## config.mk

```make
export PLATFORM = sky130hd
export DESIGN_NAME = seq_normalizer_flat
export DESIGN_NICKNAME = d
export VERILOG_FILES = /design/src/rtl/seq_normalizer_if.sv /design/src/rtl/seq_normalizer.sv /design/src/flat_wrapper.sv
export SDC_FILE = /design/constraint.sdc
export NUM_CORES = 1
export LEC_CHECK = 0
export ABC_CLOCK_PERIOD_IN_PS = 1300
export BUFFER_PORTS_ARGS = -buffer_cell sky130_fd_sc_hd__buf_4
export CAP_MARGIN = 15
export CORE_UTILIZATION = 48
export DETAILED_ROUTE_END_ITERATION = 8
export GPL_ROUTABILITY_DRIVEN = 0
export GPL_TIMING_DRIVEN = 0
export MAX_ROUTING_LAYER = met4
export PLACE_DENSITY = 0.74
export SLEW_MARGIN = 5
export SYNTH_ARGS = -nofsm -noshare
export SYNTH_HDL_FRONTEND = slang
export SYNTH_SLANG_ARGS = --single-unit
```

## constraint.sdc

```tcl
create_clock -name clk -period 1.3 [get_ports clk]
set_clock_uncertainty 0.1 [all_clocks]
set_input_delay 0.195 -clock clk [delete_from_list [all_inputs] [get_ports clk]]
set_output_delay 0.195 -clock clk [all_outputs]
set_load 0.1 [all_outputs]
```

## src/rtl/seq_normalizer_if.sv

```systemverilog
// Handshake/result bundle for seq_normalizer: request side driven by the master,
// status and normalized result driven by the slave (the normalizer).
interface seq_normalizer_if #(
  parameter int WIDTH = 8
);
  localparam int CW = $clog2(WIDTH);

  logic             start;
  logic             mode;
  logic [WIDTH-1:0] data_in;
  logic             busy;
  logic             done;
  logic [WIDTH-1:0] data_out;
  logic [CW-1:0]    shift_amt;
  logic             zero;

  modport master (
    output start, mode, data_in,
    input  busy, done, data_out, shift_amt, zero
  );

  modport slave (
    input  start, mode, data_in,
    output busy, done, data_out, shift_amt, zero
  );
endinterface

```

## src/rtl/seq_normalizer.sv

```systemverilog
// Sequential normalizer: shifts an operand one bit per clock until the target end
// bit is 1, reporting the normalized word and the number of positions shifted.
module seq_normalizer #(
  parameter int WIDTH = 8
) (
  input  logic           clk,
  input  logic           rst,
  seq_normalizer_if.slave bus
);
  localparam int CW = $clog2(WIDTH);

  typedef enum logic {
    IDLE,
    SHIFT
  } state_t;

  state_t           state;
  logic [WIDTH-1:0] work;
  logic [CW-1:0]    count;
  logic             mode_q;
  logic             target;

  logic             busy_q;
  logic             done_q;
  logic [WIDTH-1:0] data_out_q;
  logic [CW-1:0]    shift_amt_q;
  logic             zero_q;

  // mode 0 hunts for a 1 in the MSB, mode 1 in the LSB
  always_comb begin
    target = mode_q ? work[0] : work[WIDTH-1];
  end

  always_ff @(posedge clk or posedge rst) begin
    if (rst) begin
      state       <= IDLE;
      work        <= '0;
      count       <= '0;
      mode_q      <= 1'b0;
      busy_q      <= 1'b0;
      done_q      <= 1'b0;
      data_out_q  <= '0;
      shift_amt_q <= '0;
      zero_q      <= 1'b0;
    end else begin
      done_q <= 1'b0;
      case (state)
        IDLE: begin
          if (bus.start) begin
            work   <= bus.data_in;
            mode_q <= bus.mode;
            count  <= '0;
            if (bus.data_in == '0) begin
              // nothing to normalize: report immediately without going busy
              data_out_q  <= '0;
              shift_amt_q <= '0;
              zero_q      <= 1'b1;
              done_q      <= 1'b1;
            end else begin
              busy_q <= 1'b1;
              state  <= SHIFT;
            end
          end
        end
        SHIFT: begin
          if (target) begin
            data_out_q  <= work;
            shift_amt_q <= count;
            zero_q      <= 1'b0;
            done_q      <= 1'b1;
            busy_q      <= 1'b0;
            state       <= IDLE;
          end else begin
            work  <= mode_q ? (work >> 1) : (work << 1);
            count <= count + CW'(1);
          end
        end
        default: state <= IDLE;
      endcase
    end
  end

  assign bus.busy      = busy_q;
  assign bus.done      = done_q;
  assign bus.data_out  = data_out_q;
  assign bus.shift_amt = shift_amt_q;
  assign bus.zero      = zero_q;
endmodule

```

## src/flat_wrapper.sv

```systemverilog
// flat-port wrapper written by rule: the top's interface ports become plain ports
module seq_normalizer_flat 
#(
  parameter int WIDTH = 8
)
  (clk, rst, bus_start, bus_mode, bus_data_in, bus_busy, bus_done, bus_data_out, bus_shift_amt, bus_zero);
  seq_normalizer_if #(.WIDTH(WIDTH)) bus_i ();
  input  logic clk;
  input  logic rst;
  input wire logic [$bits(bus_i.start)-1:0] bus_start;
  input wire logic [$bits(bus_i.mode)-1:0] bus_mode;
  input wire logic [$bits(bus_i.data_in)-1:0] bus_data_in;
  output wire logic [$bits(bus_i.busy)-1:0] bus_busy;
  output wire logic [$bits(bus_i.done)-1:0] bus_done;
  output wire logic [$bits(bus_i.data_out)-1:0] bus_data_out;
  output wire logic [$bits(bus_i.shift_amt)-1:0] bus_shift_amt;
  output wire logic [$bits(bus_i.zero)-1:0] bus_zero;
  assign bus_i.start = bus_start;
  assign bus_i.mode = bus_mode;
  assign bus_i.data_in = bus_data_in;
  assign bus_busy = bus_i.busy;
  assign bus_done = bus_i.done;
  assign bus_data_out = bus_i.data_out;
  assign bus_shift_amt = bus_i.shift_amt;
  assign bus_zero = bus_i.zero;
  seq_normalizer #(.WIDTH(WIDTH)) u_core (.clk(clk), .rst(rst), .bus(bus_i));
endmodule
```

======== Word-level counts from Yosys, hierarchy flattened ========
Index checks and enable logic that the tools add are counted.
cells by class
  muxes and demuxes ....................... 31
  add/subtract/negate cells ............... 1
  reduce and logical (&&, ||, !) cells .... 5
  bitwise logic cells ..................... 1
  eq/ne operators ......................... 5
operators by type and width
  kind                                                    count
  2-to-1 mux 8 bit                                        6
  case mux 8 bit (2 select lines)                         2
  2-to-1 mux 3 bit                                        5
  2-to-1 mux 1 bit                                        12
  case mux 3 bit (2 select lines)                         2
  logical NOT 8 bit                                       1
  inequality test 2 bit (second input constant)           4
  case mux 1 bit (2 select lines)                         4
  AND reduction 3 bit                                     2
  AND reduction 2 bit                                     2
  adder 3 x 1 -> 3 bit (second input constant)            1
  inequality test 2 x 1 -> 1 bit (second input constant)  1
  NOT 1 bit                                               1
word-level totals
  register bits after elaboration ......... 27
  output and inout port bits .............. 14
  word-level logic and storage cells ...... 52

======== Depth between registers and ports, before layout ========
  depth after elaboration ................. 4
  depth in mapped cells ................... 5
  gate-level depth less buffers ........... 3

======== Worst setup path before layout ========
OpenSTA, ideal clock, no wires.
  path type ............................... register -> register
  start ................................... register, netlist name u_core.bus.data_out[0]
  end ..................................... register u_core.data_out_q[0], in the netlist u_core.bus.data_out[0]
  data required time ...................... 1.121 ns
  arrival time ............................ 1.244 ns
  clock period less this slack ............ 1.423 ns
  path slack .............................. -0.123 ns
  cell stages (with the launch flop) ...... 3
  path buffers ............................ 0
  cells stage by stage .................... dfrtp_1 o21ai_0 o2bb2ai_1
RTL lines
  what                    line                  text
  end signal: assignment  seq_normalizer.sv:67  data_out_q <= work;
  end: declaration        seq_normalizer.sv:25  logic [WIDTH-1:0] data_out_q;

======== Final worst setup path ========
  start ................................... register u_core.work[0]
  end ..................................... register u_core.count[2]
between the ends
  longest elaborated chain between the ends .. 3
RTL lines
  what                                    line                  text
  start: declaration                      seq_normalizer.sv:18  logic [WIDTH-1:0] work;
  start signal: assignment                seq_normalizer.sv:50  work <= bus.data_in;
  start signal: assignment                seq_normalizer.sv:74  work <= mode_q ? (work >> 1) : (work << 1);
  2-to-1 mux 1 bit                        seq_normalizer.sv:31  target = mode_q ? work[0] : work[WIDTH-1];
  inequality test 2 bit (no source line)  --
  AND reduction 2 bit (no source line)    --
  end signal: assignment                  seq_normalizer.sv:75  count <= count + CW'(1);
  end: declaration                        seq_normalizer.sv:19  logic [CW-1:0] count;
Every way passes these cells.
A chain may end at the register's enable or synchronous reset.

==> impl_metrics.env <==
export IMPL_viasPerCell=5.88
export IMPL_cts_buffer_depth=2
export IMPL_synth_compound_area_share_pct=23.5
export IMPL_maxSlewHeadroom_pct=64.0
export IMPL_rows=18
export IMPL_critPathMaxStageDelay_ns=0.51
export IMPL_drtIter0Drc=47
export IMPL_drcViolationCount=0
export IMPL_antenna_found_initial=0
export IMPL_path_max_fanout=8
export IMPL_cts_root_buf="clkbuf_4"
export IMPL_synth_cells=113
export IMPL_wl_mm=3.34
export IMPL_slew_viol_final=0
export IMPL_tightest_slew_ns=0.534
export IMPL_clk_pin_slew_ns=0.16
export IMPL_finalCriticalPeriod_ns=1.49
export IMPL_nets=173
export IMPL_wl_per_cell_um=17.7
export IMPL_critical_path_top_delay_family="flip-flops"
export IMPL_clk_latency_ns=0.33
export IMPL_cts_tree="yes"
export IMPL_outcome="complete, but fails checks"
export IMPL_hold_viol_final=0
export IMPL_crit_type="flop to flop"
export IMPL_dieArea_um2=2880
export IMPL_insertedDiodeCount=0
export IMPL_cts_buffers=3
export IMPL_nFillCells=147
export IMPL_grt_pass1_vias=990
export IMPL_dp_slack_ns=-0.210
export IMPL_seq_area_frac_synth_pct=52.8
export IMPL_synth_area_um2=1280
export IMPL_grt_setup_unrepaired="true"
export IMPL_dp_hpwl_mm=2.00
export IMPL_crit_path_start_kind="flop"
export IMPL_max_freq_ghz=0.670
export IMPL_crit_buf_inv=2
export IMPL_required_ns=1.44
export IMPL_synth_avg_cell_area_um2=11.3
export IMPL_cp_arrival_ns=1.64
export IMPL_crit_path_cell_trace="mux2i_4 -> buf_6 -> buf_6 -> a311oi_2 -> a31o_2"
export IMPL_syn_to_final_growth_pct=52.7
export IMPL_grt_usage_pct=23.8
export IMPL_core_area_um2=2500
export IMPL_ys_types=34
export IMPL_synth_xor_area_share_pct=0
export IMPL_setup_slack_ns=-0.193
export IMPL_route_vias_total=1111
export IMPL_ant_nets=0
export IMPL_min_path_type="input port to flop"
export IMPL_ios=26
export IMPL_violations="negative setup slack"
export IMPL_cp_slowest_cell="dfrtp_2"
export IMPL_synthMuxAreaShare_pct=7.72
export IMPL_die_w_um=53.6
export IMPL_start_util_pct=51.2
export IMPL_yosys_area_share_simple_pct=11.2
export IMPL_port_buffers=25
export IMPL_grt_max_degree=28
export IMPL_ys_ff_latch=27
export IMPL_dr_pass1_iters=4
export IMPL_synthAdderAreaFrac_pct=0.978
export IMPL_grt_pass1_wl_mm=4.75
export IMPL_h_tree_depth=1
export IMPL_synth_nets=126
export IMPL_drive_gt1_share_pct=57.9
export IMPL_gr_total_overflow=0
export IMPL_cp_common_cell="buf_6"
export IMPL_synth_top_family_by_area="compound AO/OA/AOI/OAI gates"
export IMPL_drv_cap=0
export IMPL_setup_violations=25
export IMPL_min_period_over_period_pct=115
export IMPL_cts_sinks=27
export IMPL_die_y_um=53.6
export IMPL_yosysWarnings=0
export IMPL_worstSetupEndpointType="flop"
[worst reg2reg max path, cell delays in order, from the launching register on]
cell and delay [ns]:
dfrtp_2 0.51, mux2i_4 0.23, buf_6 0.17, buf_6 0.10
a311oi_2 0.07, a31o_2 0.23
[stage by stage]
step	instances	utilization, %	hold slack [ns]	area, µm²	setup TNS, ns
2_1_floorplan	113	-	0.147	1320	-0.389
3_3_place_gp	168	61.8	0.290	1550	-3.40
3_5_place_dp	168	61.8	0.309	1550	-3.99
4_1_cts	182	68.4	0.00615	1710	-2.65
5_1_grt	189	78.2	0.00812	1950	-4.05
6_report	189	78.2	0.00364	1950	-3.02
[area by class of cell]
cell class | count | area [µm²] | share of cell area (%)
buffer | 7 | 62.6 | 3.20
clock buffer | 3 | 22.5 | 1.15
clock inverter | 1 | 5.00 | 0.256
inverter | 3 | 11.3 | 0.576
multi-input combinational | 78 | 702 | 35.9
sequential | 27 | 693 | 35.5
tap | 30 | 37.5 | 1.92
timing repair buffer | 40 | 420 | 21.5
[sequential cells by signal (all words and copies together) (netlist names)]
name and count:
u_core.bus.data_out 8, u_core.work 8, u_core.bus.shift_amt 3, u_core.count 3, u_core.bus.busy 1, u_core.bus.done 1, u_core.bus.zero 1, u_core.mode_q 1
u_core.state 1
[worst paths after layout]
kind / from / to / slack (ns) / cells after the start
worst min-delay path: bus_data_in[4] / u_core.work[4]$_DFFE_PP0P_ / 0.004 / 2
worst max register to register: u_core.work[0]$_DFFE_PP0P_ / u_core.count[2]$_DFFE_PP0P_ / -0.19 / 5
worst min register to register: u_core.bus.zero$_DFFE_PP0P_ / u_core.bus.zero$_DFFE_PP0P_ / 0.43 / 1
worst max-delay path: u_core.work[0]$_DFFE_PP0P_ / u_core.count[2]$_DFFE_PP0P_ / -0.19 / 5
min in group asynchronous: rst / u_core.bus.shift_amt[2]$_DFFE_PP0P_ / 0.30 / 3
max in group asynchronous: rst / u_core.work[7]$_DFFE_PP0P_ / 0.34 / 4
[per-layer routing]
| metal | track usage (%) | wire, µm | vias up |
|---|---|---|---|
| met5 | - | 0 | - |
| met4 | 7.46 | 44 | 0 |
| met3 | 2.54 | 121 | 4 |
| met2 | 36.0 | 1600 | 42 |
| met1 | 33.5 | 1570 | 535 |
| li1 | - | - | 530 |
[Yosys cell counts]
cell type | n | area share, %
and3_1 | 1 | 0.49
nor2_1 | 3 | 0.88
buf_2 | 2 | 0.78
and4b_1 | 1 | 0.78
mux2i_1 | 5 | 3.9
mux2_2 | 1 | 0.88
a31oi_1 | 2 | 0.98
o2bb2ai_1 | 9 | 6.2
o22ai_1 | 1 | 0.49
nor4bb_1 | 1 | 0.78
nor2b_2 | 1 | 0.68
inv_1 | 2 | 0.59
mux2i_4 | 1 | 1.8
a21oi_4 | 1 | 1.3
nand2_1 | 7 | 2.1
a21o_1 | 2 | 1.2
nand3_1 | 2 | 0.78
nor3_1 | 6 | 2.3
buf_4 | 2 | 1.2
clkbuf_1 | 2 | 0.59
clkbuf_2 | 1 | 0.39
dfrtp_1 | 27 | 53
a311oi_1 | 1 | 0.68
a31o_2 | 1 | 0.68
a221o_1 | 7 | 5.5
nand2b_1 | 2 | 0.98
inv_2 | 1 | 0.29
o21ai_0 | 14 | 5.5
o21ai_1 | 1 | 0.39
a22o_1 | 1 | 0.68
mux2_4 | 1 | 1.2
nor4_1 | 2 | 0.98
nor2_2 | 1 | 0.49
ha_1 | 1 | 0.98
[cells in the final DEF, fill, tap and decap left out, drive strengths merged, types with 5 or more instances in the layout]
master	n
buf	41
dfrtp	27
o21ai	15
o2bb2ai	9
a221o	7
nand2	7
nor3	6
mux2i	6
clkbuf	6
nor2	5
[repair_timing]
item	4_1_cts	5_1_grt
buffers inserted	6	3
setup endpoints to repair	31	35
hold endpoints to repair	2	8
hold buffers	2	1
pin swaps	5	15
resized for setup	20	41
cloned	2	2
[kinds of logic after synthesis]
family                     count (synthesis)
DFF                                       27
buffers and inverters                     10
adders and majority gates                  1
muxes                                      8
and+or+nand+nor                           27
AOI/OAI and AO/OA                         40
Power is left out: the tool's default activity adds up to more than one toggle a clock period on the data nets, which glitch-free logic cannot reach.
